**src/rtl/segment_scanner.sv**
```systemverilog
// segment_scanner: time-multiplexes two 8-bit segment patterns onto a shared
// segment bus with a one-hot digit enable and a per-frame completion pulse.
//
// Build option: define SCAN_BLANK_EN to insert GAP_CYCLES blanking cycles
// after each digit (DIGIT0 -> GAP0 -> DIGIT1 -> GAP1). Without it the digits
// alternate back to back and GAP_CYCLES has no functional effect.
//
// All outputs are registered and are computed from the next state, so they
// change on the same edge as the state register. Segment patterns are taken
// into shadow registers on DIGIT0 entry so one frame shows a single capture.

module segment_scanner #(
    parameter int unsigned SCAN_DIV   = 1000,   // cycles each digit is lit
    parameter int unsigned GAP_CYCLES = 16,     // blanking cycles between digits
    parameter logic [7:0]  SEG_OFF    = 8'hFF   // bus value while no digit is lit
) (
    input  logic       CLK,
    input  logic       Reset,
    input  logic       Enable,
    input  logic [7:0] Segment_0,
    input  logic [7:0] Segment_1,
    output logic [7:0] Seg_Out,
    output logic [1:0] Digit_En,
    output logic       Frame_Done
);

    // Counter holds at most (longest phase - 1); size it for the larger phase.
    localparam int unsigned MaxLoad = (SCAN_DIV > GAP_CYCLES) ? SCAN_DIV : GAP_CYCLES;
    localparam int unsigned CntW    = (MaxLoad > 2) ? $clog2(MaxLoad) : 1;

    localparam logic [CntW-1:0] DivLoad = CntW'(SCAN_DIV - 1);

`ifdef SCAN_BLANK_EN
    localparam logic [CntW-1:0] GapLoad = CntW'(GAP_CYCLES - 1);

    typedef enum logic [2:0] {
        StIdle,
        StDigit0,
        StGap0,
        StDigit1,
        StGap1
    } state_e;

    // Frame_Done marks the last cycle spent in this state.
    localparam state_e LastState = StGap1;
`else
    typedef enum logic [1:0] {
        StIdle,
        StDigit0,
        StDigit1
    } state_e;

    localparam state_e LastState = StDigit1;
`endif

    state_e          state_q, state_d;
    logic [CntW-1:0] cnt_q, cnt_d;
    logic [7:0]      shadow0_q, shadow0_d;
    logic [7:0]      shadow1_q, shadow1_d;
    logic [7:0]      seg_q, seg_d;
    logic [1:0]      digit_en_q, digit_en_d;
    logic            done_q, done_d;

    // Next-state logic: phase sequencing, counter reload and shadow capture.
    always_comb begin
        state_d   = state_q;
        cnt_d     = cnt_q;
        shadow0_d = shadow0_q;
        shadow1_d = shadow1_q;

        if (!Enable) begin
            // Dropping Enable aborts the frame immediately from any state.
            state_d = StIdle;
            cnt_d   = '0;
        end else begin
            unique case (state_q)
                StIdle: begin
                    state_d   = StDigit0;
                    cnt_d     = DivLoad;
                    shadow0_d = Segment_0;
                    shadow1_d = Segment_1;
                end
                StDigit0: begin
                    if (cnt_q == '0) begin
`ifdef SCAN_BLANK_EN
                        state_d = StGap0;
                        cnt_d   = GapLoad;
`else
                        state_d = StDigit1;
                        cnt_d   = DivLoad;
`endif
                    end else begin
                        cnt_d = cnt_q - 1'b1;
                    end
                end
`ifdef SCAN_BLANK_EN
                StGap0: begin
                    if (cnt_q == '0) begin
                        state_d = StDigit1;
                        cnt_d   = DivLoad;
                    end else begin
                        cnt_d = cnt_q - 1'b1;
                    end
                end
                StDigit1: begin
                    if (cnt_q == '0) begin
                        state_d = StGap1;
                        cnt_d   = GapLoad;
                    end else begin
                        cnt_d = cnt_q - 1'b1;
                    end
                end
                StGap1: begin
                    if (cnt_q == '0) begin
                        state_d   = StDigit0;
                        cnt_d     = DivLoad;
                        shadow0_d = Segment_0;
                        shadow1_d = Segment_1;
                    end else begin
                        cnt_d = cnt_q - 1'b1;
                    end
                end
`else
                StDigit1: begin
                    if (cnt_q == '0) begin
                        state_d   = StDigit0;
                        cnt_d     = DivLoad;
                        shadow0_d = Segment_0;
                        shadow1_d = Segment_1;
                    end else begin
                        cnt_d = cnt_q - 1'b1;
                    end
                end
`endif
                default: begin
                    state_d = StIdle;
                    cnt_d   = '0;
                end
            endcase
        end
    end

    // Output decode from the next state so outputs register alongside it.
    always_comb begin
        seg_d      = SEG_OFF;
        digit_en_d = 2'b00;
        done_d     = 1'b0;

        unique case (state_d)
            StDigit0: begin
                seg_d      = shadow0_d;
                digit_en_d = 2'b01;
            end
            StDigit1: begin
                seg_d      = shadow1_d;
                digit_en_d = 2'b10;
            end
            default: begin
                seg_d      = SEG_OFF;
                digit_en_d = 2'b00;
            end
        endcase

        // Last cycle of the last phase: counter has reached zero there.
        done_d = (state_d == LastState) && (cnt_d == '0);
    end

    // State, counter, shadow and output registers with synchronous reset.
    always_ff @(posedge CLK) begin
        if (Reset) begin
            state_q    <= StIdle;
            cnt_q      <= '0;
            shadow0_q  <= SEG_OFF;
            shadow1_q  <= SEG_OFF;
            seg_q      <= SEG_OFF;
            digit_en_q <= 2'b00;
            done_q     <= 1'b0;
        end else begin
            state_q    <= state_d;
            cnt_q      <= cnt_d;
            shadow0_q  <= shadow0_d;
            shadow1_q  <= shadow1_d;
            seg_q      <= seg_d;
            digit_en_q <= digit_en_d;
            done_q     <= done_d;
        end
    end

    assign Seg_Out    = seg_q;
    assign Digit_En   = digit_en_q;
    assign Frame_Done = done_q;

endmodule
```
**config.mk**
```make
export PLATFORM = sky130hd
export DESIGN_NAME = segment_scanner
export DESIGN_NICKNAME = d
export VERILOG_FILES = /design/src/rtl/segment_scanner.sv
export SDC_FILE = /design/constraint.sdc
export NUM_CORES = 1
export LEC_CHECK = 0
export CELL_PAD_IN_SITES_DETAIL_PLACEMENT = 0
export CELL_PAD_IN_SITES_GLOBAL_PLACEMENT = 1
export CORE_MARGIN = 5
export CORE_UTILIZATION = 25
export DETAILED_ROUTE_END_ITERATION = 7
export GPL_ROUTABILITY_DRIVEN = 0
export PLACE_DENSITY = 0.54
export SLEW_MARGIN = 5
export SYNTH_ARGS = -nofsm -noshare
export SYNTH_HDL_FRONTEND = slang
export SYNTH_SLANG_ARGS = --single-unit
export TNS_END_PERCENT = 1
```
**constraint.sdc**
```tcl
create_clock -name CLK -period 2.8 [get_ports CLK]
set_input_delay 0.56 -clock CLK [delete_from_list [all_inputs] [get_ports CLK]]
set_output_delay 0.56 -clock CLK [all_outputs]
set_load 0.01 [all_outputs]
```
==> results of run 1 <==
==> through the flow <==
stage	power, W	setup slack (ns)
after CTS	0.00130	0.333
final	0.00129	0.335
after detailed placement	0.000885	0.254
after floorplan	0.000774	0.340
after global routing	0.00136	0.145
after global placement	0.000892	0.217
==> cells by family after synthesis <==
family,synth area share
buffers and inverters,0.0536
and+or+nand+nor,0.149
adders and majority gates,0.0564
AOI/OAI and AO/OA,0.286
xor gates and xnor gates,0.0148
DFF,0.440
==> worst paths after layout <==
kind              cells after the start      endpoint         start
setup reg to reg                     12    Frame_Done      cnt_q[0]
hold reg to reg                       1  shadow0_q[1]  shadow0_q[1]
setup / recovery                     12    Frame_Done      cnt_q[0]
hold / removal                        1  shadow0_q[1]  shadow0_q[1]
==> area by class of cell <==
| type | count | area (µm²) |
|---|---|---|
| multi-input cells | 120 | 900 |
| fillers | 717 | 4510 |
| clock inverters | 2 | 16.3 |
| inverters | 6 | 22.5 |
| flip-flops and latches | 39 | 781 |
| well taps | 96 | 120 |
| clock buffers | 6 | 82.6 |
| repair buffers | 48 | 433 |
==> worst max-delay path: cells and delay by family (launching register included) <==
family	cells	cell delay, ns
AOI/OAI and AO/OA	1	0.21
adders and majority gates	2	0.43
buffers and inverters	4	0.48
DFF	1	0.39
and+or+nand+nor	5	0.85
==> sequential cells by signal (all words and copies together), names as in the netlist <==
signal,flops
state_q,2
cnt_q,10
Frame_Done,1
Seg_Out,8
shadow1_q,8
shadow0_q,8
Digit_En,2
==> synthesized netlist by cell type (all sizes together) <==
cell type	instances
a221o	24
xor2	2
a32oi	2
and2b	1
nand3b	1
nor2b	4
o211ai	2
o31ai	1
nand4	2
o21ai	12
o21a	4
and4	3
or4b	1
o211a	1
clkbuf	6
and3	3
or4	1
o31a	1
a21o	1
nor4	3
inv	6
buf	7
nand2	8
ha	8
nor2	10
and2	3
a22oi	8
xnor2	1
dfxtp	39
nand3	1
a21oi	7
a211oi	1
nor3	3
o311ai	1
==> cell usage in the layout (no fill, tap or decap), types with 2 or more instances in the layout <==
master / netlist / final
o21a_1: 4 / 4
and4_1: 2 / 2
and3_1: 2 / 2
buf_4: 1 / 19
xor2_1: 2 / 2
clkbuf_8: 0 / 6
nor2b_1: 4 / 4
inv_1: 6 / 6
dfxtp_1: 39 / 39
nand4_1: 2 / 2
o211ai_1: 2 / 2
nor3_1: 2 / 2
a32oi_1: 2 / 2
nand2_1: 8 / 8
a21oi_1: 7 / 7
o21ai_0: 11 / 11
nor2_1: 10 / 10
ha_1: 8 / 8
and2_1: 3 / 3
nor4_1: 2 / 2
clkdlybuf4s50_1: 0 / 29
a221o_1: 24 / 24
a22oi_1: 8 / 8
==> per-layer routing <==
layer / vias to the layer above / global-route usage / share of wire
li1: 770 / - / -
met1: 740 / 0.151 / 0.49
met2: 40 / 0.178 / 0.44
met3: 4 / 0.0288 / 0.060
met4: 0 / 0.0397 / 0.014
met5: - / 0 / 0
==> power breakdown <==
part	leakage, nW	switching, W	total, W	internal (W)
clock network	0.0474	0.000213	0.000414	0.000201
registers	0.323	0.0000259	0.000620	0.000595
logic	0.553	0.000121	0.000252	0.000131
total	0.924	0.000359	0.00129	0.000927
==> impl_metrics.yaml, run 1 <==
setup_path:
  cp-start-kind: "flip-flop"
  ff2ff_setup_slack_ns: 0.34
  cp-end-kind: "flip-flop"
  cpPeakStageDelay_ns: 0.39
  crit_required_ns: 2.98
  cp.arrival_ns: 2.65
  path_max_fanout: 5
  path_cells: "inv_1, ha_1, nor2b_1, buf_4, and3_1, o211ai_1, inv_1, ha_1, buf_4, nor2b_1, and4_1, and4_1"
  slowest_stage: "dfxtp_1"
  worstSetupPathType: "flip-flop to flip-flop"
die:
  die_h_um: 94.3
  fp.dieW_um: 94.3
  start_util: 0.258
  row_count: 30
  io_pins: 30
  die_area_um2: 8890
  core-area_um2: 6870
sta:
  post-route-period-util: 0.880
  min_period_ns: 2.46
  slew_headroom: 0.722
  hold-worst-slack_ns: 0.497
  hold_viol_final: 0
  skew_ns: 0.0105
  slew_viol_final: 0
  tightest_slew_ns: 0.415
  setup_violations: 0
  tns_ns: 0
  max_freq_mhz: 406
  rsz0062_at_grt: "false"
synthesis:
  syn-num-nets: 205
  ys_seq_area_frac: 0.440
  synth_top_area_share: 0.440
  ys_warn_count: 0
  yosysUniqueCellTypes: 41
  yosysTopAreaCell: "dfxtp_1"
  syn_area_per_cell_um2: 9.97
  synth-seq-cells: 39
  synth_area_um2: 1780
  syn_inst: 178
  netlist_top_cells_area: "dfxtp_1 44%, a221o_1 14%, ha_1 5.6%"
cells_and_area:
  drive_above_1_share: 0.145
  antenna_cells: 0
  final_core_util: 0.343
  nNetsFinal: 247
  finalNonFillerCells: 317
  design_area_um2: 2350
  area.growth.synth_to_final_pct: 32.6
pwr:
  power_density_nw_per_um2: 546
  irDropWorstVdd_mv: 0.164
  leakage_nw: 0.924
global_route:
  gr-total-overflow: 0
  antenna_found_initial: 0
  grt_max_degree: 17
  grt_use_total: 0.114
  grt_pass1_wl_mm: 7.94
  grt_pass1_vias: 1607
route:
  drt_iter0_drc: 82
  dr_total_vias: 1554
  wl_mm: 4.60
  vias_per_cell: 4.90
  wl_per_cell_um: 14.5
  drc: 0
  first_pass_iters: 4
  drtAntennaViolNets: 0
cts:
  cts_hold_buf: 0
  cts_tree: "built"
  clkSinkCount: 39
  htreeDepth: 2
  cts_max_path_buffers: 2
  insertion_delay_ns: 0.29
  cts-resized-gates: 0
  cts_setup_buffers: 0
  path_clk_slew_ns: 0.08
  clock-root-buffer: "clkbuf_8"
  cts_buffers: 5
min_path:
  hp-class: "flip-flop to flip-flop"
placement:
  dp_cells: 309
  port_buffers: 29
  hpwl_mm: 3.43
  place_area_um2: 2260
run:
  max-cap-violations: 0
outcome:
  status: "complete, no violations"
Power figures use the tool's default switching activity.
==> run 2, diff against run 1 <==
--- a/config.mk
+++ b/config.mk
@@ -7,7 +7,7 @@
 export LEC_CHECK = 0
 export CELL_PAD_IN_SITES_DETAIL_PLACEMENT = 0
 export CELL_PAD_IN_SITES_GLOBAL_PLACEMENT = 1
-export CORE_MARGIN = 5
+export CORE_MARGIN = 2
 export CORE_UTILIZATION = 25
 export DETAILED_ROUTE_END_ITERATION = 7
 export GPL_ROUTABILITY_DRIVEN = 0
==> impl_metrics.yaml, run 2 (synthesis gave the netlist of run 1 again) <==
outcome:
  status: "complete, no violations"
pwr:
  power_density_nw_per_um2: 588
  leakage_nw: 0.894
  irDropWorstVdd_mv: 0.198
setup_path:
  crit_required_ns: 2.98
  cp-start-kind: "flip-flop"
  path_cells: "inv_1, ha_1, nor2b_1, nand3_1, o211ai_1, inv_1, ha_1, and2_2, a221o_1"
  ff2ff_setup_slack_ns: 0.21
  reg2regPathDepth: 9
  cpPeakStageDelay_ns: 0.39
  slowest_stage: "o211ai_1"
  r2r_end: "Seg_Out[1]"
  cp-end-kind: "flip-flop"
  path_max_fanout: 10
  r2r-start: "cnt_q[0]"
  cp.arrival_ns: 2.77
  worstSetupPathType: "flip-flop to flip-flop"
route:
  wl_per_cell_um: 15.7
  drc: 0
  wl_mm: 4.85
  vias_per_cell: 5.06
  first_pass_iters: 4
  drt_iter0_drc: 70
  drtAntennaViolNets: 0
  dr_total_vias: 1562
die:
  die_area_um2: 7790
  row_count: 30
  start_util: 0.260
  fp.dieW_um: 88.3
  core-area_um2: 6830
  io_pins: 30
  die_h_um: 88.3
sta:
  skew_ns: 0.0111
  slew_headroom: 0.744
  tightest_slew_ns: 0.384
  tns_ns: 0
  slew_viol_final: 0
  setup_violations: 0
  max_freq_mhz: 386
  hold_viol_final: 0
  min_period_ns: 2.59
  post-route-period-util: 0.924
  rsz0062_at_grt: "false"
global_route:
  grt_pass1_vias: 1530
  antenna_found_initial: 0
  grt_pass1_wl_mm: 8.00
  grt_use_total: 0.133
  gr-total-overflow: 0
  grt_max_degree: 18
cells_and_area:
  nFillCells: 729
  design_area_um2: 2320
  antenna_cells: 0
  layout_common_cells: "39 x dfxtp_1, 29 x clkdlybuf4s50_1, 24 x a221o_1, 11 x o21ai_0, 11 x buf_4"
  final_core_util: 0.339
  largest_register_ffs: 10
  layout_commonest_cell: "dfxtp_1"
  nNetsFinal: 239
  drive_above_1_share: 0.122
  regMostFlops: "cnt_q"
  area.growth.synth_to_final_pct: 30.4
placement:
  port_buffers: 29
  hpwl_mm: 3.41
  place_area_um2: 2200
run:
  max-cap-violations: 0
min_path:
  hold_start: "shadow1_q[7]"
  hp-class: "flip-flop to flip-flop"
  hold_end: "shadow1_q[7]"
  min_path_cells: 1
cts:
  insertion_delay_ns: 0.30
  clkSinkCount: 39
  cts_hold_buf: 0
  cts_buffers: 5
  cts_tree: "built"
  cts_max_path_buffers: 2
  path_clk_slew_ns: 0.08
  clock-root-buffer: "clkbuf_8"
  htreeDepth: 2
  cts_setup_buffers: 0
-- run 2: worst max-delay path by stage --
stage | depth (start not counted) | slack, ns | start | end
finish | 9 | 0.21 | cnt_q[0] | Seg_Out[1]
global route | 10 | 0.06 | cnt_q[0] | Seg_Out[1]
CTS | 10 | 0.17 | cnt_q[0] | Seg_Out[1]
detailed placement | 7 | 0.07 | Enable | Seg_Out[1]
global placement | 7 | 0.17 | Enable | Seg_Out[3]
floorplan | 12 | 0.34 | cnt_q[0] | Seg_Out[0]
-- run 2: per-stage QoR --
stage	cells	hold WS, ns	setup WS (ns)	total power [W]
finish	309	0.502	0.212	0.00136
global route	309	0.517	0.0640	0.00143
CTS	309	0.499	0.170	0.00137
detailed placement	301	0.469	0.0652	0.000880
global placement	301	0.473	0.165	0.000877
floorplan	178	0.456	0.340	0.000774
-- run 2: cell type report --
class                           count  area (µm²)  share of cell area
Multi-Input combinational cell    120         903               0.390
Sequential cell                    39         781               0.337
Timing Repair Buffer               40         373               0.161
Tap cell                           96         120              0.0519
Clock buffer                        5        68.8              0.0297
Clock inverter                      3        47.5              0.0205
Inverter                            6        22.5             0.00972
-- run 2: metal layers --
layer / GRT usage / wire length (µm) / up-vias
met5: 0 / 0 / -
met4: 0.0510 / 52 / 0
met3: 0.0289 / 273 / 4
met2: 0.198 / 2200 / 47
met1: 0.188 / 2320 / 759
li1: - / - / 752
-- run 2: what timing repair did --
item                                    in CTS  in global routing
resized for setup                            0                  2
hold endpoints to repair                     0                  0
endpoints found under the setup margin       0                  4
-- run 2: report_power, final --
part	switching [W]	internal, W
registers	0.0000263	0.000594
clock network	0.000219	0.000270
logic	0.000127	0.000124
-- run 2: critical path: cells and delay by family, from the launching register on --
kind | cells | cell delay, ns
buf+inv | 2 | 0.21
fa+ha+maj | 2 | 0.51
simple gates | 3 | 0.70
compound gates | 2 | 0.70
flops | 1 | 0.35
==> run 3, diff against run 2 <==
--- a/config.mk
+++ b/config.mk
@@ -7,7 +7,7 @@
 export LEC_CHECK = 0
 export CELL_PAD_IN_SITES_DETAIL_PLACEMENT = 0
 export CELL_PAD_IN_SITES_GLOBAL_PLACEMENT = 1
-export CORE_MARGIN = 2
+export CORE_MARGIN = 5
 export CORE_UTILIZATION = 25
 export DETAILED_ROUTE_END_ITERATION = 7
 export GPL_ROUTABILITY_DRIVEN = 0
==> results of run 3 <==
Same layout as run 1: the final DEF is identical, and so are final timing and power.
